File: src/rtl/halo_receiver.sv
// rtl/halo_receiver.sv - halo partial-sum receiver: per-neighbor FIFOs, round-robin read-modify-write accumulate
//
// Ports:
//   clk, reset (async, active-high), channel_group_done (clears exchange state)
//   neighbor_input_* : per-neighbor {value,row,column} with write enable; neighbor_exchange_done levels
//   clear_to_send    : neighbors may send (registered, guarantees two free slots per FIFO)
//   exchange_done    : all neighbors done and everything committed (registered, sticky until group done)
//   overflow_error   : sticky, a push found its FIFO full
//   buffer_*_read    : read port of the output buffer, data returns one cycle after the strobe
//   buffer_*_write   : write port carrying the saturated accumulated value
module halo_receiver #(
    parameter int BANK_COUNT = 32,
    parameter int TILE_SIZE  = 32,
    parameter int FIFO_DEPTH = 4
) (
    input  logic                              clk,
    input  logic                              reset,
    input  logic                              channel_group_done,
    input  logic [7:0][7:0]                   neighbor_input_value,
    input  logic [7:0][$clog2(TILE_SIZE)-1:0] neighbor_input_row,
    input  logic [7:0][$clog2(TILE_SIZE)-1:0] neighbor_input_column,
    input  logic [7:0]                        neighbor_input_write_enable,
    input  logic [7:0]                        neighbor_exchange_done,
    output logic                              clear_to_send,
    output logic                              exchange_done,
    output logic                              overflow_error,
    output logic [$clog2(BANK_COUNT)-1:0]     buffer_bank_read,
    output logic [$clog2(TILE_SIZE)-1:0]      buffer_row_read,
    output logic [$clog2(TILE_SIZE)-1:0]      buffer_column_read,
    output logic                              buffer_read_enable,
    input  logic [7:0]                        buffer_data_read,
    output logic [$clog2(BANK_COUNT)-1:0]     buffer_bank_write,
    output logic [$clog2(TILE_SIZE)-1:0]      buffer_row_write,
    output logic [$clog2(TILE_SIZE)-1:0]      buffer_column_write,
    output logic [7:0]                        buffer_data_write,
    output logic                              buffer_write_enable
);
    localparam int NN = 8;
    localparam int RW = $clog2(TILE_SIZE);
    localparam int BW = $clog2(BANK_COUNT);
    localparam int PW = $clog2(FIFO_DEPTH);
    localparam int CW = $clog2(FIFO_DEPTH + 1);
    localparam int EW = 8 + 2 * RW;
    localparam logic [CW-1:0] FULL_COUNT = CW'(FIFO_DEPTH);
    localparam logic [CW-1:0] CTS_LIMIT  = CW'(FIFO_DEPTH - 2);

    // FIFO storage and pointers; entry layout is {value, row, column}
    logic [EW-1:0] fifo_mem_q [NN][FIFO_DEPTH];
    logic [PW-1:0] wr_ptr_q [NN];
    logic [PW-1:0] wr_ptr_d [NN];
    logic [PW-1:0] rd_ptr_q [NN];
    logic [PW-1:0] rd_ptr_d [NN];
    logic [CW-1:0] count_q [NN];
    logic [CW-1:0] count_d [NN];
    logic [NN-1:0] push;
    logic [NN-1:0] pop;
    logic          overflow_hit;
    logic          cts_ok;
    logic          all_empty;

    // arbiter
    logic [2:0]    rr_ptr_q;
    logic [2:0]    rr_ptr_d;
    logic [2:0]    cand;
    logic          grant_valid;
    logic [2:0]    grant_idx;
    logic [EW-1:0] head_entry;
    logic [7:0]    r_value;
    logic [RW-1:0] r_row;
    logic [RW-1:0] r_col;

    // write stage
    logic          w_valid_q;
    logic          w_valid_d;
    logic [RW-1:0] w_row_q;
    logic [RW-1:0] w_row_d;
    logic [RW-1:0] w_col_q;
    logic [RW-1:0] w_col_d;
    logic [7:0]    w_value_q;
    logic [7:0]    w_value_d;
    logic          fwd_valid_q;
    logic          fwd_valid_d;
    logic [7:0]    fwd_data_q;
    logic [7:0]    fwd_data_d;
    logic [7:0]    w_base;
    logic [8:0]    w_sum_wide;
    logic [7:0]    w_sum;

    // status
    logic          cts_q;
    logic          cts_d;
    logic          exd_q;
    logic          exd_d;
    logic          ovf_q;
    logic          ovf_d;
    logic [NN-1:0] done_q;
    logic [NN-1:0] done_d;
    logic          exd_cond;

    // Round-robin search starting at the pointer; first non-empty FIFO wins.
    always_comb begin
        grant_valid = 1'b0;
        grant_idx   = '0;
        cand        = '0;
        for (int k = 0; k < NN; k++) begin
            cand = rr_ptr_q + 3'(k);
            if (!grant_valid && (count_q[cand] != '0)) begin
                grant_valid = 1'b1;
                grant_idx   = cand;
            end
        end
    end

    assign head_entry = fifo_mem_q[grant_idx][rd_ptr_q[grant_idx]];
    assign r_value    = head_entry[EW-1 -: 8];
    assign r_row      = head_entry[2*RW-1 -: RW];
    assign r_col      = head_entry[RW-1:0];
    assign rr_ptr_d   = grant_valid ? (grant_idx + 3'd1) : rr_ptr_q;

    // A full FIFO still accepts a push when it is popped in the same cycle.
    always_comb begin
        push         = '0;
        pop          = '0;
        overflow_hit = 1'b0;
        cts_ok       = 1'b1;
        all_empty    = 1'b1;
        for (int i = 0; i < NN; i++) begin
            pop[i]  = grant_valid && (grant_idx == 3'(i));
            push[i] = neighbor_input_write_enable[i] && ((count_q[i] != FULL_COUNT) || pop[i]);
            if (neighbor_input_write_enable[i] && !push[i]) begin
                overflow_hit = 1'b1;
            end
            wr_ptr_d[i] = wr_ptr_q[i] + PW'(push[i]);
            rd_ptr_d[i] = rd_ptr_q[i] + PW'(pop[i]);
            count_d[i]  = count_q[i] + CW'(push[i]) - CW'(pop[i]);
            if (count_d[i] > CTS_LIMIT) begin
                cts_ok = 1'b0;
            end
            if (count_q[i] != '0) begin
                all_empty = 1'b0;
            end
        end
    end

    // The buffer returns pre-write data when R and W hit the same location,
    // so the sum just written is carried into the next W step instead.
    assign w_base     = fwd_valid_q ? fwd_data_q : buffer_data_read;
    assign w_sum_wide = {1'b0, w_base} + {1'b0, w_value_q};
    assign w_sum      = w_sum_wide[8] ? 8'hFF : w_sum_wide[7:0];

    always_comb begin
        w_valid_d   = grant_valid;
        w_row_d     = grant_valid ? r_row : '0;
        w_col_d     = grant_valid ? r_col : '0;
        w_value_d   = grant_valid ? r_value : '0;
        fwd_valid_d = grant_valid && w_valid_q && (r_row == w_row_q) && (r_col == w_col_q);
        fwd_data_d  = w_sum;
    end

    // Exchange completes only once nothing is queued, in flight or arriving.
    assign exd_cond = (&done_q) && all_empty && !w_valid_q && !(|neighbor_input_write_enable);

    always_comb begin
        cts_d  = cts_ok;
        ovf_d  = ovf_q | overflow_hit;
        done_d = channel_group_done ? '0 : (done_q | neighbor_exchange_done);
        exd_d  = channel_group_done ? 1'b0 : (exd_q | exd_cond);
    end

    always_ff @(posedge clk or posedge reset) begin
        if (reset) begin
            for (int i = 0; i < NN; i++) begin
                wr_ptr_q[i] <= '0;
                rd_ptr_q[i] <= '0;
                count_q[i]  <= '0;
            end
            rr_ptr_q    <= '0;
            w_valid_q   <= 1'b0;
            w_row_q     <= '0;
            w_col_q     <= '0;
            w_value_q   <= '0;
            fwd_valid_q <= 1'b0;
            fwd_data_q  <= '0;
            cts_q       <= 1'b1;
            exd_q       <= 1'b0;
            ovf_q       <= 1'b0;
            done_q      <= '0;
        end else begin
            for (int i = 0; i < NN; i++) begin
                wr_ptr_q[i] <= wr_ptr_d[i];
                rd_ptr_q[i] <= rd_ptr_d[i];
                count_q[i]  <= count_d[i];
            end
            rr_ptr_q    <= rr_ptr_d;
            w_valid_q   <= w_valid_d;
            w_row_q     <= w_row_d;
            w_col_q     <= w_col_d;
            w_value_q   <= w_value_d;
            fwd_valid_q <= fwd_valid_d;
            fwd_data_q  <= fwd_data_d;
            cts_q       <= cts_d;
            exd_q       <= exd_d;
            ovf_q       <= ovf_d;
            done_q      <= done_d;
        end
    end

    // Storage needs no reset; occupancy is tracked by the counters.
    always_ff @(posedge clk) begin
        for (int i = 0; i < NN; i++) begin
            if (push[i]) begin
                fifo_mem_q[i][wr_ptr_q[i]] <= {neighbor_input_value[i], neighbor_input_row[i],
                                               neighbor_input_column[i]};
            end
        end
    end

    assign clear_to_send       = cts_q;
    assign exchange_done       = exd_q;
    assign overflow_error      = ovf_q;
    assign buffer_read_enable  = grant_valid;
    assign buffer_row_read     = grant_valid ? r_row : '0;
    assign buffer_column_read  = grant_valid ? r_col : '0;
    assign buffer_bank_read    = grant_valid ? BW'(r_col) : '0;
    assign buffer_write_enable = w_valid_q;
    assign buffer_row_write    = w_row_q;
    assign buffer_column_write = w_col_q;
    assign buffer_bank_write   = BW'(w_col_q);
    assign buffer_data_write   = w_valid_q ? w_sum : 8'h00;
endmodule

File: config.mk
export PLATFORM = sky130hd
export DESIGN_NAME = halo_receiver
export DESIGN_NICKNAME = d
export VERILOG_FILES = /design/src/rtl/halo_receiver.sv
export SDC_FILE = /design/constraint.sdc
export NUM_CORES = 1
export LEC_CHECK = 0
export BUFFER_PORTS_ARGS = -buffer_cell sky130_fd_sc_hd__buf_2
export CAP_MARGIN = 20
export CORE_MARGIN = 2
export CORE_UTILIZATION = 50
export CTS_CLUSTER_DIAMETER = 40
export CTS_CLUSTER_SIZE = 14
export DETAILED_ROUTE_END_ITERATION = 7
export PLACE_DENSITY_LB_ADDON = 0.25
export SLEW_MARGIN = 20
export SYNTH_ARGS = -nofsm -noshare
export SYNTH_HDL_FRONTEND = slang
export SYNTH_SLANG_ARGS = --single-unit
File: constraint.sdc
create_clock -name clk -period 7.3 [get_ports clk]
set_input_delay 0.365 -clock clk [delete_from_list [all_inputs] [get_ports clk]]
set_output_delay 0.365 -clock clk [all_outputs]
set_load 0.02 [all_outputs]
# After elaboration in Yosys (flattened, before gate mapping)
# Memories as Yosys holds them, arrays and structs flattened.
# Index checks and enable logic that the tools add are counted.
# totals
n_memories	1
input_bits	171
regBits	98
word_cells	348
ram_bits	576
# mem_list
name	words	width	rd	rd_ports_with_merged_regs	write_ports	line_no	rtl
fifo_mem_q	8	72	1	0	8	48	logic [EW-1:0] fifo_mem_q [NN][FIFO_DEPTH];
# op_classes
addsub	41
order_cmp	34
muxes	110
reduce_logical	89
bitwise	21
n_eq_ne	17
# ops
op	count
two-way mux 72 bit	8
demux 18 bit (select 2 bit)	8
two-way mux 18 bit	10
binary-select mux 3 bit (select 3 bit)	8
two-way mux 3 bit	24
nonzero test 3 bit	16
logical AND 1 bit	45
two-way mux 1 bit	41
two-way mux 8 bit	5
binary-select mux 18 bit (select 2 bit)	1
>= comparator 4 bit (second input constant)	9
NOT 3 -> 4 bit	9
adder 2 x 1 -> 2 bit	16
>= comparator 3 bit (second input constant)	9
NOT 2 -> 3 bit	9
adder 3 x 1 -> 3 bit	8
greater-than comparator 3 x 2 -> 1 bit (second input constant)	8
less-than comparator 3 x 1 -> 1 bit (second input constant)	8
inequality test 3 bit (second input constant)	8
subtractor 3 x 1 -> 3 bit	8
logical NOT 1 bit	17
adder 3 bit (second input constant)	4
equality test 3 bit (second input constant)	4
equality test 5 bit	2
14 further kinds	27

# Logic depth before layout (Yosys ltp)
# Gate-level depths: netlist of run 1.
# depth
word_depth	42
mapped_depth	30
depth_no_buf	24

# Worst setup path before layout of run 1
# Ideal clock, no wire load.
# synth_path
kind	flip-flop to flip-flop
from	reg rr_ptr_q[0]
to	mem fifo_mem_q[7][36] (netlist bit) (enable)
required_ps	6880
t_arrival_ps	6061
path_stages_with_launch	22
period_less_slack_ps	6481
setup_slack_ps	819
cell_sequence	dfrtp_1 > buf_2 > inv_2 > buf_1 > ha_1 > xor2_1 > nor2_1 > a22o_1 > nor4_1 > nand4_1 > nand2_1 > buf_2 > buf_2 > buf_1 > clkbuf_1 > clkbuf_1 > ha_1 > ha_1 > nand2_1 > nand3_1 > nand2_1 > nor3b_1
# synth_rtl
element	line_no	rtl
start, declared	62	logic [2:0] rr_ptr_q;
start signal, assigned	194	rr_ptr_q <= rr_ptr_d;
end, declared	48	

# Worst setup path after layout of run 1
# layout_path
from	reg rr_ptr_q[0]
to	out buffer_row_read[4]
# layout_via
elab_chain_cells	36
word_cells_on_any_way	87
classes_between	add/sub (7); mux (47); bitwise (10); reduce/logical (22); memory (1)
# layout_rtl
element	line_no	rtl
parallel branches: the longest is 35 deep, another holds adder 3 x 1 -> 3 bit	--	
two-way mux 5 bit *	222	assign buffer_row_read = grant_valid ? r_row : '0;
end, declared	28	output logic [$clog2(TILE_SIZE)-1:0] buffer_row_read,
# Every way passes the cells marked *. The select of a mux whose other input is x is not followed.

==> impl_metrics.env, run 1 <==
export IMPL_viasPerCell=6.06
export IMPL_worst_pin_slew_ps=1200
export IMPL_syn_avg_cell_area_um2=15.3
export IMPL_crit_arrival_ps=6490
export IMPL_syn_area_mm2=0.0288
export IMPL_ioPinCount=214
export IMPL_areaGrowthSynthToFinish_pct=24.5
export IMPL_start_kind="flop"
export IMPL_grt_max_degree=114
export IMPL_cp_end_kind="primary output"
export IMPL_worstPathRequired_ps=6930
export IMPL_worst_slack_ps=444
export IMPL_io_buffers=213
export IMPL_top_usage_layer="met2"
export IMPL_groute_layer_met1_usage=0.398
export IMPL_die_height_um=244
export IMPL_synth_edff_count=576
export IMPL_die_w_um=244
export IMPL_synth_ff_type="edfxtp_1"
export IMPL_maxClockFrequency_mhz=146
export IMPL_path_clk_slew_ps=60
export IMPL_routed_wl_um=84600
export IMPL_rsz0062_at_grt="false"
export IMPL_core_area_mm2=0.0567
export IMPL_initial_core_util=0.508
export IMPL_drtPass1Iterations=5
export IMPL_hold_viol_final=0
export IMPL_vias=19064
export IMPL_startpoint="rr_ptr_q[0]"
export IMPL_final_common_cell="edfxtp_1"
export IMPL_r2r_cells=20
export IMPL_post_place_ws_ps=945
export IMPL_layout_common_cells="edfxtp_1, buf_2, nand2_1, dlygate4sd3_1, dfrtp_1"
export IMPL_synth_top_area_frac=0.600
export IMPL_seq_area_frac_synth=0.686
export IMPL_cts_buffers=90
export IMPL_hp_class="primary input to flop"
export IMPL_hpwl_um=55500
export IMPL_finalNetCount=2539
export IMPL_grt_pass1_wl_um=123000
export IMPL_yosysWarnings=0
export IMPL_die_area_mm2=0.0595
export IMPL_setup_viol=0
export IMPL_grtUsageTotal=0.286
export IMPL_synthesis_nets=2112
export IMPL_drv_cap=0
export IMPL_slew_violations=0
export IMPL_yosysUniqueCellTypes=79
export IMPL_use_met3=0.0562
export IMPL_insertion_delay_ps=650
export IMPL_overflow=0
export IMPL_cts_tree="done"
export IMPL_antenna_found_initial=3
export IMPL_post_cts_setup_buffers=0
export IMPL_grt_pass1_vias=18701
export IMPL_r2r_setup_slack_ps=920
export IMPL_finalCriticalPeriod_ps=6860
export IMPL_route_detailed_drc=0
export IMPL_synthCells=1884
export IMPL_final_layout_size_suffix_gt1_frac=0.252
export IMPL_async_flop_share=0.145
export IMPL_gr_usage_met2=0.452
export IMPL_status="complete, no violations"
export IMPL_drt_initial_drc_count=2026
export IMPL_rr_endpoint="clear_to_send"
export IMPL_fin_tns_setup_ps=0
export IMPL_clockBufferDepth=3
export IMPL_criticalPathCategory="flop to primary output"
export IMPL_cts_sinks=674
export IMPL_htree_levels=3
export IMPL_gp_congestion=0.918
export IMPL_yosys_register_bits=674
export IMPL_r2r_start="rr_ptr_q[0]"
export IMPL_rows=87
export IMPL_fin_crit_sh=0.939
export IMPL_crit_path_max_fanout=59
export IMPL_root_buffer="clkbuf_16"
export IMPL_skew_ps=27.0
export IMPL_endpoint="buffer_row_read[4]"
export IMPL_wl_per_cell_um=26.9
export IMPL_synth_top_area_cell="edfxtp_1"
export IMPL_relSlewSlack=0.198
export IMPL_detail_route_antenna_nets=0
export IMPL_synth_area_leaders="edfxtp_1, dfrtp_1, mux4_2, mux2i_1, nand2_1"
-- layout make-up --
class / instances / area [µm²]
Fill cell: 4053 / 20800
Antenna cell: 1 / 2.50
Clock buffer: 99 / 2420
Clock inverter: 70 / 826
Tap cell: 756 / 946
Timing Repair Buffer: 436 / 3230
Inverter: 73 / 282
Sequential cell: 674 / 19800
Multi-Input combinational cell: 1036 / 8410
-- Yosys cell counts, types with 9 or more instances --
library cell and n:
a211oi_1 15, and3_1 35, o221ai_1 11, o211ai_1 13, nor3_1 25, dfrtp_1 97
nand2_1 213, and2_1 20, buf_1 17, xnor2_1 24, nor4_1 9, a221oi_1 18
fa_1 9, a21oi_1 96, buf_4 14, o21ai_0 40, a311oi_1 15, xor2_1 23
mux2_2 36, clkbuf_1 40, inv_1 69, nor2_1 60, mux2i_1 83, nand3_1 22
nand4_1 11, edfxtp_1 576, buf_2 25, a22oi_1 16, ha_1 48, mux4_2 76
a22o_1 22, or3_1 10
-- kinds of logic after synthesis --
family	Yosys count	synth area share
adder cells (fa/ha/maj)	57	0.0271
XOR/XNOR	47	0.0143
flip-flops	674	0.686
multiplexers	195	0.102
buffers and inverters	174	0.0268
AO/OA/AOI/OAI	298	0.0714
AND/OR/NAND/NOR	439	0.0725
-- layer usage --
layer	wire [µm]	share of wire
met1	34100	0.40
met2	39500	0.47
met3	8270	0.098
met4	2660	0.031
met5	13	0.00015
-- worst max-delay path, cell delays in order (launching register included) --
cell	delay, ps
dfrtp_1	460
buf_4	240
or4_1	600
and2_1	250
a22o_1	270
nor4_1	480
nand4_1	360
nand2_4	490
buf_4	690
nand2_1	180
a32oi_1	270
buf_4	280
nor2_1	160
a22oi_1	620
a21oi_1	250
buf_2	220
-- stage by stage --
stage | util | hold WS [ps] | std cells | instance area (µm²)
after CTS | 0.632 | 33.0 | 3144 | 35800
final | 0.632 | 66.8 | 3145 | 35900
after floorplan | - | 435 | 1884 | 28800
after global placement | 0.546 | 406 | 2813 | 31000
after detailed placement | 0.546 | 409 | 2814 | 31000
after global routing | 0.632 | 44.0 | 3145 | 35900
-- state kept, by name, summed over array words and instances (netlist names) --
signal / count
w_value_q: 8
buffer_bank_write: 5
fwd_valid_q: 1
done_q: 8
count_q: 24
buffer_write_enable: 1
fifo_mem_q: 576
rd_ptr_q: 16
buffer_row_write: 5
rr_ptr_q: 3
fwd_data_q: 8
wr_ptr_q: 16
exchange_done: 1
clear_to_send: 1
overflow_error: 1
-- how the worst min path moves through the flow --
stage	from	to	cells past startpoint
2_1_floorplan	rd_ptr_q[11]	rd_ptr_q[11]	1
3_3_place_gp	reset	buffer_bank_write[0]	2
3_5_place_dp	reset	buffer_row_write[0]	2
4_1_cts	neighbor_input_row[33]	fifo_mem_q[6][44]	1
5_1_grt	neighbor_input_row[33]	fifo_mem_q[6][44]	1
6_report	neighbor_input_row[33]	fifo_mem_q[6][44]	1
-- what timing repair did --
item,4_1_cts,5_1_grt
hold buffers,161,0
resized for setup,0,4
setup endpoints to repair,0,5
hold endpoints to repair,613,0
Power of run 1 is left out: the tool's default activity adds up to more than one toggle a clock period on the data nets, which glitch-free logic cannot reach.
==> run 2, diff against run 1 <==
==> constraint.sdc (replaced) <==
create_clock -name clk -period 7.3 [get_ports clk]
set_input_delay 1.095 -clock clk [delete_from_list [all_inputs] [get_ports clk]]
set_output_delay 1.095 -clock clk [all_outputs]
set_load 0.02 [all_outputs]
==> impl_metrics.env, run 2 (synthesis gave the netlist of run 1 again) <==
export IMPL_die_area_mm2=0.0595
export IMPL_fillers=4202
export IMPL_drv_cap=0
export IMPL_die_w_um=244
export IMPL_crit_path_max_fanout=108
export IMPL_antenna_found_initial=14
export IMPL_r2r_start="rr_ptr_q[0]"
export IMPL_top_usage_layer="met2"
export IMPL_routed_wl_um=82500
export IMPL_ioPinCount=214
export IMPL_drtPass1Iterations=8
export IMPL_r2r_cells=20
export IMPL_grtUsageTotal=0.280
export IMPL_path_clk_slew_ps=60
export IMPL_rows=87
export IMPL_die_height_um=244
export IMPL_initial_core_util=0.508
export IMPL_insertion_delay_ps=660
export IMPL_worst_pin_slew_ps=1130
export IMPL_worst_slack_ps=308
export IMPL_slew_violations=0
export IMPL_endpoint="buffer_column_read[3]"
export IMPL_groute_layer_met1_usage=0.390
export IMPL_stdcell_count=3004
export IMPL_hold_viol_final=0
export IMPL_root_buffer="clkbuf_16"
export IMPL_post_place_ws_ps=596
export IMPL_route_detailed_drc=0
export IMPL_final_common_cell="edfxtp_1"
export IMPL_viasPerCell=6.04
export IMPL_cp_end_kind="primary output"
export IMPL_hpwl_um=54200
export IMPL_fin_tns_setup_ps=0
export IMPL_io_buffers=213
export IMPL_detail_route_antenna_nets=0
export IMPL_gr_usage_met2=0.432
export IMPL_overflow=0
export IMPL_fin_crit_sh=0.958
export IMPL_utilization=0.605
export IMPL_worstPathRequired_ps=6200
export IMPL_setup_viol=0
export IMPL_finalNetCount=2388
export IMPL_clockBufferDepth=3
export IMPL_hp_class="primary input to async pin"
export IMPL_relSlewSlack=0.242
export IMPL_maxClockFrequency_mhz=143
export IMPL_skew_ps=36.7
export IMPL_grt_pass1_wl_um=121000
export IMPL_start_kind="flop"
export IMPL_dpl_cell_count=2813
export IMPL_final_layout_size_suffix_gt1_frac=0.272
export IMPL_r2r_setup_slack_ps=930
export IMPL_startpoint="rr_ptr_q[0]"
export IMPL_cts_sinks=674
export IMPL_rr_endpoint="clear_to_send"
export IMPL_finalCriticalPeriod_ps=6990
export IMPL_grt_pass1_vias=18179
export IMPL_criticalPathCategory="flop to primary output"
export IMPL_wl_per_cell_um=27.5
export IMPL_areaGrowthSynthToFinish_pct=19.1
export IMPL_drt_initial_drc_count=2591
export IMPL_gp_congestion=0.913
export IMPL_status="complete, no violations"
export IMPL_largest_reg_flops=576
export IMPL_grt_max_degree=109
export IMPL_cts_buffers=95
export IMPL_vias=18157
export IMPL_layout_common_cells="edfxtp_1, buf_2, nand2_1, dfrtp_1, clkbuf_16"
export IMPL_htree_levels=3
export IMPL_crit_arrival_ps=5900
export IMPL_use_met3=0.0646
export IMPL_core_area_mm2=0.0567
export IMPL_cts_tree="done"
==> run 2: timing repair <==
| action | 4_1_cts | 5_1_grt |
|---|---|---|
| hold buffers | 0 | 0 |
| setup endpoints to repair | 2 | 15 |
| resized for setup | 1 | 10 |
| buffers inserted | 0 | 6 |
| pin swaps | 0 | 2 |
| hold endpoints to repair | 0 | 0 |
==> run 2: per-stage QoR <==
step,instance area (µm²),hold WS (ps)
2_1_floorplan,28800,435
3_3_place_gp,30900,464
3_5_place_dp,30900,458
4_1_cts,34200,446
5_1_grt,34300,486
6_report,34300,455
==> run 2: worst max-delay path, cell delays in order (launching register included) <==
cell and delay, ps:
dfrtp_1 380, buf_4 220, or4_1 640, and3b_1 240, a2111oi_1 570, o32a_1 300, a21oi_1 100, buf_4 180
nand2_4 80, buf_12 400, buf_6 380, mux2i_1 270, a221oi_1 110, a2111oi_0 580, nor4_1 140, buf_4 200
and2_1 180, buf_2 160
==> run 2: metal layers <==
| metal | wire [µm] | part of all wire |
|---|---|---|
| met5 | 96 | 0.0012 |
| met1 | 32600 | 0.40 |
| met4 | 2770 | 0.034 |
| met2 | 38000 | 0.46 |
| met3 | 8990 | 0.11 |
==> run 2: how the worst min path moves through the flow <==
stage / from / to / slack [ps] / depth (start not counted)
3_5_place_dp: rd_ptr_q[13] / rd_ptr_q[13] / 460 / 1
5_1_grt: reset / done_q[6] / 490 / 2
3_3_place_gp: rd_ptr_q[3] / rd_ptr_q[3] / 460 / 1
4_1_cts: reset / buffer_write_enable / 450 / 2
6_report: reset / buffer_write_enable / 460 / 2
2_1_floorplan: rd_ptr_q[11] / rd_ptr_q[11] / 440 / 1
==> run 2: final cells by class <==
type                       count  area (µm²)  area share
antenna                        9        22.5    0.000657
clock buffer                 106        2460      0.0718
clock inverter                70         772      0.0225
inverter                      73         282     0.00821
multi-input combinational   1036        8430       0.246
sequential                   674       19800       0.576
tap                          756         946      0.0276
timing repair buffer         280        1630      0.0476
Power of run 2 is left out for the same reason.
